==> config.mk <==
export PLATFORM = sky130hd
export DESIGN_NAME = sram_port_arbiter
export DESIGN_NICKNAME = d
export VERILOG_FILES = /design/src/rtl/sram_arb_pkg.sv /design/src/rtl/sram_arb_pick.sv /design/src/rtl/sram_port_arbiter.sv
export SDC_FILE = /design/constraint.sdc
export NUM_CORES = 1
export LEC_CHECK = 0
export ABC_AREA = 1
export BUFFER_PORTS_ARGS = -buffer_cell sky130_fd_sc_hd__buf_2
export CAP_MARGIN = 20
export CORE_UTILIZATION = 39
export DETAILED_ROUTE_END_ITERATION = 10
export GPL_TIMING_DRIVEN = 0
export PLACE_DENSITY_LB_ADDON = 0.3
export SLEW_MARGIN = 20
export SYNTH_ARGS = -nofsm -noshare
export SYNTH_HDL_FRONTEND = slang
export SYNTH_HIERARCHICAL = 1
export SYNTH_SLANG_ARGS = --single-unit
==> constraint.sdc <==
create_clock -name clk -period 1.1 [get_ports clk]
set_clock_uncertainty 0.2 [all_clocks]
set_input_delay 0.22 -clock clk [delete_from_list [all_inputs] [get_ports clk]]
set_output_delay 0.22 -clock clk [all_outputs]
set_load 0.1 [all_outputs]
==> src/rtl/sram_arb_pkg.sv <==
// Shared types for the SRAM port arbiter: FSM state encoding and grant indices.
// Round-robin tie-break is enabled by defining SRAM_ARB_RR_EN.
package sram_arb_pkg;

  typedef enum logic [1:0] {
    IDLE   = 2'd0,
    ACCESS = 2'd1,
    RDATA  = 2'd2
  } state_t;

  localparam logic GNT0 = 1'b0;
  localparam logic GNT1 = 1'b1;

endpackage

==> src/rtl/sram_arb_pick.sv <==
// Combinational winner select between two SRAM clients.
// SRAM_ARB_RR_EN: round-robin on ties; otherwise client 0 always wins a tie.
module sram_arb_pick
  import sram_arb_pkg::*;
(
  input  logic i_req0,
  input  logic i_req1,
`ifdef SRAM_ARB_RR_EN
  input  logic i_last,
`endif
  output logic o_gnt
);

  always_comb begin
    o_gnt = GNT0;
    unique case (1'b1)
      (i_req0 && i_req1): begin
`ifdef SRAM_ARB_RR_EN
        o_gnt = (i_last == GNT1) ? GNT0 : GNT1;
`else
        o_gnt = GNT0;
`endif
      end
      (i_req1 && !i_req0): o_gnt = GNT1;
      default:             o_gnt = GNT0;
    endcase
  end

endmodule

==> src/rtl/sram_port_arbiter.sv <==
// Two-client arbiter and sequencer for a shared synchronous single-port SRAM.
// SRAM_ARB_RR_EN selects round-robin tie-break (default build: fixed priority).
module sram_port_arbiter
  import sram_arb_pkg::*;
#(
  parameter int DATA_WIDTH = 8,
  parameter int ADDR_WIDTH = 8
) (
  input  logic                  clk,
  input  logic                  rst,
  input  logic                  req0,
  input  logic                  req1,
  input  logic                  we0,
  input  logic                  we1,
  input  logic [ADDR_WIDTH-1:0] addr0,
  input  logic [ADDR_WIDTH-1:0] addr1,
  input  logic [DATA_WIDTH-1:0] wdata0,
  input  logic [DATA_WIDTH-1:0] wdata1,
  output logic                  ack0,
  output logic                  ack1,
  output logic                  rvalid0,
  output logic                  rvalid1,
  output logic [DATA_WIDTH-1:0] rdata,
  output logic                  sram_cs,
  output logic                  sram_wr,
  output logic                  sram_rd,
  output logic [ADDR_WIDTH-1:0] sram_addr,
  output logic [DATA_WIDTH-1:0] sram_din,
  input  logic [DATA_WIDTH-1:0] sram_dout
);

  state_t r_state, w_state_nxt;

  logic r_cs, r_wr, r_rd;
  logic r_ack0, r_ack1, r_rv0, r_rv1;
  logic w_cs, w_wr, w_rd;
  logic w_ack0, w_ack1, w_rv0, w_rv1;
  logic [ADDR_WIDTH-1:0] r_addr, w_addr;
  logic [DATA_WIDTH-1:0] r_din, w_din;

  logic w_any, w_pick, w_we;

  assign w_any = req0 | req1;
  assign w_we  = (w_pick == GNT1) ? we1 : we0;

`ifdef SRAM_ARB_RR_EN
  logic r_last;

  always_ff @(posedge clk or posedge rst) begin
    if (rst)
      r_last <= GNT1;
    else if (r_state == IDLE && w_any)
      r_last <= w_pick;
  end
`endif

  sram_arb_pick u_pick (
    .i_req0 (req0),
    .i_req1 (req1),
`ifdef SRAM_ARB_RR_EN
    .i_last (r_last),
`endif
    .o_gnt  (w_pick)
  );

  // In ACCESS the ack and wr registers still identify winner and direction.
  always_comb begin
    w_state_nxt = r_state;
    w_cs   = 1'b0;
    w_wr   = 1'b0;
    w_rd   = 1'b0;
    w_ack0 = 1'b0;
    w_ack1 = 1'b0;
    w_rv0  = 1'b0;
    w_rv1  = 1'b0;
    w_addr = r_addr;
    w_din  = r_din;
    unique case (r_state)
      IDLE: begin
        if (w_any) begin
          w_state_nxt = ACCESS;
          w_cs   = 1'b1;
          w_wr   = w_we;
          w_rd   = ~w_we;
          w_ack0 = (w_pick == GNT0);
          w_ack1 = (w_pick == GNT1);
          w_addr = (w_pick == GNT1) ? addr1 : addr0;
          w_din  = (w_pick == GNT1) ? wdata1 : wdata0;
        end
      end
      ACCESS: begin
        if (r_wr) begin
          w_state_nxt = IDLE;
        end else begin
          w_state_nxt = RDATA;
          w_rv0 = r_ack0;
          w_rv1 = r_ack1;
        end
      end
      RDATA:   w_state_nxt = IDLE;
      default: w_state_nxt = IDLE;
    endcase
  end

  always_ff @(posedge clk or posedge rst) begin
    if (rst) begin
      r_state <= IDLE;
      r_cs    <= 1'b0;
      r_wr    <= 1'b0;
      r_rd    <= 1'b0;
      r_ack0  <= 1'b0;
      r_ack1  <= 1'b0;
      r_rv0   <= 1'b0;
      r_rv1   <= 1'b0;
      r_addr  <= '0;
      r_din   <= '0;
    end else begin
      r_state <= w_state_nxt;
      r_cs    <= w_cs;
      r_wr    <= w_wr;
      r_rd    <= w_rd;
      r_ack0  <= w_ack0;
      r_ack1  <= w_ack1;
      r_rv0   <= w_rv0;
      r_rv1   <= w_rv1;
      r_addr  <= w_addr;
      r_din   <= w_din;
    end
  end

  assign sram_cs   = r_cs;
  assign sram_wr   = r_wr;
  assign sram_rd   = r_rd;
  assign sram_addr = r_addr;
  assign sram_din  = r_din;
  assign ack0      = r_ack0;
  assign ack1      = r_ack1;
  assign rvalid0   = r_rv0;
  assign rvalid1   = r_rv1;
  assign rdata     = sram_dout;

endmodule
==> flow_metrics.py <==
metrics = {
    "status": {
        "status": "complete, but fails checks",
        "violations": "hold timing, setup timing",
    },
    "logic_synthesis": {
        "netlist.area_leader.share_pct": 47.1,
        "synth.most_common_cell": "nand2_1",
        "syn_area_per_cell_um2": 8.30,
        "ys_warn_count": 6,
        "synth-seq-cells": 25,
        "ys_types": 16,
        "synth_cells": 160,
        "ys_seq_area_share_pct": 47.1,
        "synth_top_cell_by_area": "dfrtp_1",
        "async_reset_ff_share_pct": 100,
        "synthFlopType": "dfrtp_1",
        "syn_nets": 206,
        "synth_edf_count": 0,
        "ys_top_cells_by_area": "dfrtp_1 (47%), nand2_1 (23%), nand2_2 (8.0%)",
        "synth_common_cells": "nand2_1 (82), dfrtp_1 (25), nand2_2 (17), buf_4 (9), inv_1 (5)",
        "synth_area_mm2": 0.00133,
    },
    "power_and_ir_drop": {
        "p_switching_mw": 4.86,
        "swShare_pct": 53.3,
        "max-vdd-ir-drop_uv": 2520,
        "pwr-share-comb_pct": 75.6,
        "leakagePower_nw": 1.42,
        "power.density_mw_per_mm2": 3340,
        "p_clk_share_pct": 4.4,
        "internal_power_mw": 4.27,
        "sequentialPowerShare_pct": 20.0,
    },
    "detailed_routing": {
        "detail_route.wl_per_cell_um": 13.8,
        "dr.first_iter.drc_count": 29,
        "ant_nets": 0,
        "dr.pass1.iters": 4,
        "vias_per_cell": 4.53,
        "routed_wl_um": 4440,
        "drc_errors": 0,
        "vias": 1455,
    },
    "place": {
        "gp_congestion": 0.676,
        "dp_hpwl_um": 1980,
        "preCtsSetupSlack_ns": -0.280,
        "io_buffers": 68,
    },
    "die": {
        "die_y_um": 60.3,
        "io_pins": 77,
        "fp.coreArea_mm2": 0.00315,
        "die_w_um": 60.3,
        "fp-row-count": 20,
        "dieArea_mm2": 0.00364,
        "initial_core_util_pct": 42.1,
    },
    "worst_setup_path": {
        "path_delay_family": "flip-flops",
        "path_buf_inv": 1,
        "r2r-end": "sram_din[5]$_DFFE_PP0P_",
        "rrSetupSlack_ns": -0.21,
        "r2r-start": "r_state[1]$_DFFE_PP0P_",
        "ff2ff_path_depth": 6,
        "cp-start-kind": "flop",
        "max_stage_delay_ns": 0.52,
        "required_ns": 0.68,
        "crit_path_end_kind": "output port",
        "crit_slowest_cell": "dfrtp_4",
        "path_cells": "buf_12",
        "crit_arrival_ns": 1.02,
        "crit_type": "reg2out",
        "crit_fanout": 2,
    },
    "sta": {
        "maxSlewViolCount": 0,
        "max_freq_mhz": 695,
        "fin_crit_ns": 1.44,
        "post-route-period-util_pct": 131,
        "hold_slack_ns": -0.282,
        "setup-tns-final_ns": -9.71,
        "worst_slack_ns": -0.339,
        "slew_headroom_pct": 64.3,
        "worstMarginPinSlew_ns": 0.534,
        "hold_viol": 25,
        "setup_viol": 47,
        "rsz0062_at_grt": "true",
    },
    "clock_network": {
        "ctsHoldBuffers": 24,
        "clkSlewWorstSetupHoldPaths_ns": 0.14,
        "clock-sinks": 25,
        "cts_htree_levels": 1,
        "clock_latency_ns": 0.32,
        "cts_tree": "done",
        "clock_path_buffers": 2,
        "numCtsBuffers": 3,
        "root_buffer": "clkbuf_4",
    },
    "global_route": {
        "gr-total-overflow": 0,
        "antenna_found_initial": 0,
        "grt_pass1_wl_um": 5780,
        "grt.total_usage_pct": 21.9,
        "grt_pass1_vias": 1346,
        "grt_max_degree": 26,
    },
    "run": {
        "drv_cap": 0,
    },
    "cells_and_area": {
        "antenna_cells": 0,
        "n_fill_cell": 159,
        "final_core_util_pct": 86.7,
        "final_nets": 324,
        "layout-drive-gt1-share_pct": 66.8,
        "area_growth_pct": 106,
    },
    "min_path": {
        "min_path_type": "in2async",
    },
}
repair_timing:
item,CTS,global route
resized for setup,90,50
cloned,2,0
pin swaps,12,14
setup endpoints to repair,52,69
hold endpoints to repair,40,27
buffers inserted,11,8
final cells by class:
| cell class | instances | area [um^2] | area share (%) |
|---|---|---|---|
| flip-flops and latches | 25 | 659 | 24.1 |
| multi-input cells | 114 | 674 | 24.7 |
| clock inverters | 1 | 5.00 | 0.183 |
| clock buffers | 3 | 22.5 | 0.823 |
| repair buffers | 113 | 1150 | 42.2 |
| plain buffers | 13 | 130 | 4.76 |
| well taps | 44 | 55.1 | 2.01 |
| inverters | 8 | 33.8 | 1.24 |
cell families after synthesis:
logic type	share of synthesized area, %
compound gates	0.660
simple gates	40.2
buf+inv	12.1
flops	47.1
worst max-delay path by stage:
stage	to	depth (start not counted)	from	slack [ns]
2_1_floorplan	sram_addr[0]$_DFFE_PP0P_	5	r_state[1]$_DFFE_PP0P_	-0.08
3_3_place_gp	sram_wr$_DFF_PP0_	2	rst	-0.29
3_5_place_dp	sram_wr$_DFF_PP0_	2	rst	-0.28
4_1_cts	sram_wr	1	sram_wr$_DFF_PP0_	-0.34
5_1_grt	sram_wr	1	sram_wr$_DFF_PP0_	-0.37
6_report	sram_wr	1	sram_wr$_DFF_PP0_	-0.34
layout by cell type (no fill, tap or decap), types with 2 or more instances in the layout:
| cell | count |
|---|---|
| nand2_4 | 13 |
| buf_12 | 24 |
| buf_4 | 32 |
| buf_2 | 37 |
| clkbuf_4 | 3 |
| dlygate4sd3_1 | 24 |
| nor2_4 | 4 |
| nor2_2 | 3 |
| nand2_2 | 27 |
| dfrtp_4 | 2 |
| nand2_1 | 61 |
| inv_1 | 4 |
| dfrtp_1 | 2 |
| dfrtp_2 | 21 |
| buf_8 | 2 |
| nor3b_2 | 2 |
| buf_6 | 5 |
| inv_2 | 3 |
worst reg2reg max path: stages, from the launching register on:
cell and delay [ns]:
dfrtp_1 0.43, inv_2 0.10, nand2_4 0.08, nor2_8 0.16
clkbuf_16 0.18, nand2_2 0.04, nand2_1 0.06
power by group through the flow:
stage | combinational, mW | sequential, mW | clock, mW
after floorplan | 1.19 | 4.15 | 0
after global placement | 4.37 | 1.60 | 0
after detailed placement | 4.39 | 1.60 | 0
after CTS | 5.99 | 1.72 | 0.417
after global routing | 7.14 | 1.86 | 0.456
final | 6.90 | 1.82 | 0.406
routing by layer:
| metal | up-vias | share of wire (%) | global-route usage (%) | wire [um] |
|---|---|---|---|---|
| li1 | 701 | - | - | - |
| met3 | 16 | 4.6 | 5.12 | 203 |
| met4 | 0 | 3.5 | 5.32 | 155 |
| met5 | - | 0 | 0 | 0 |
| met2 | 59 | 58 | 42.5 | 2570 |
| met1 | 679 | 34 | 23.7 | 1510 |
through the flow:
step                      instance area (um^2)  total power, mW  cells
after floorplan                           1360             5.34    160
after global placement                    1760             5.96    272
after detailed placement                  1760             5.99    272
after CTS                                 2480             8.13    313
after global routing                      2740             9.45    321
final                                     2740             9.13    321
No activity file was read; power rests on OpenSTA's default activity.
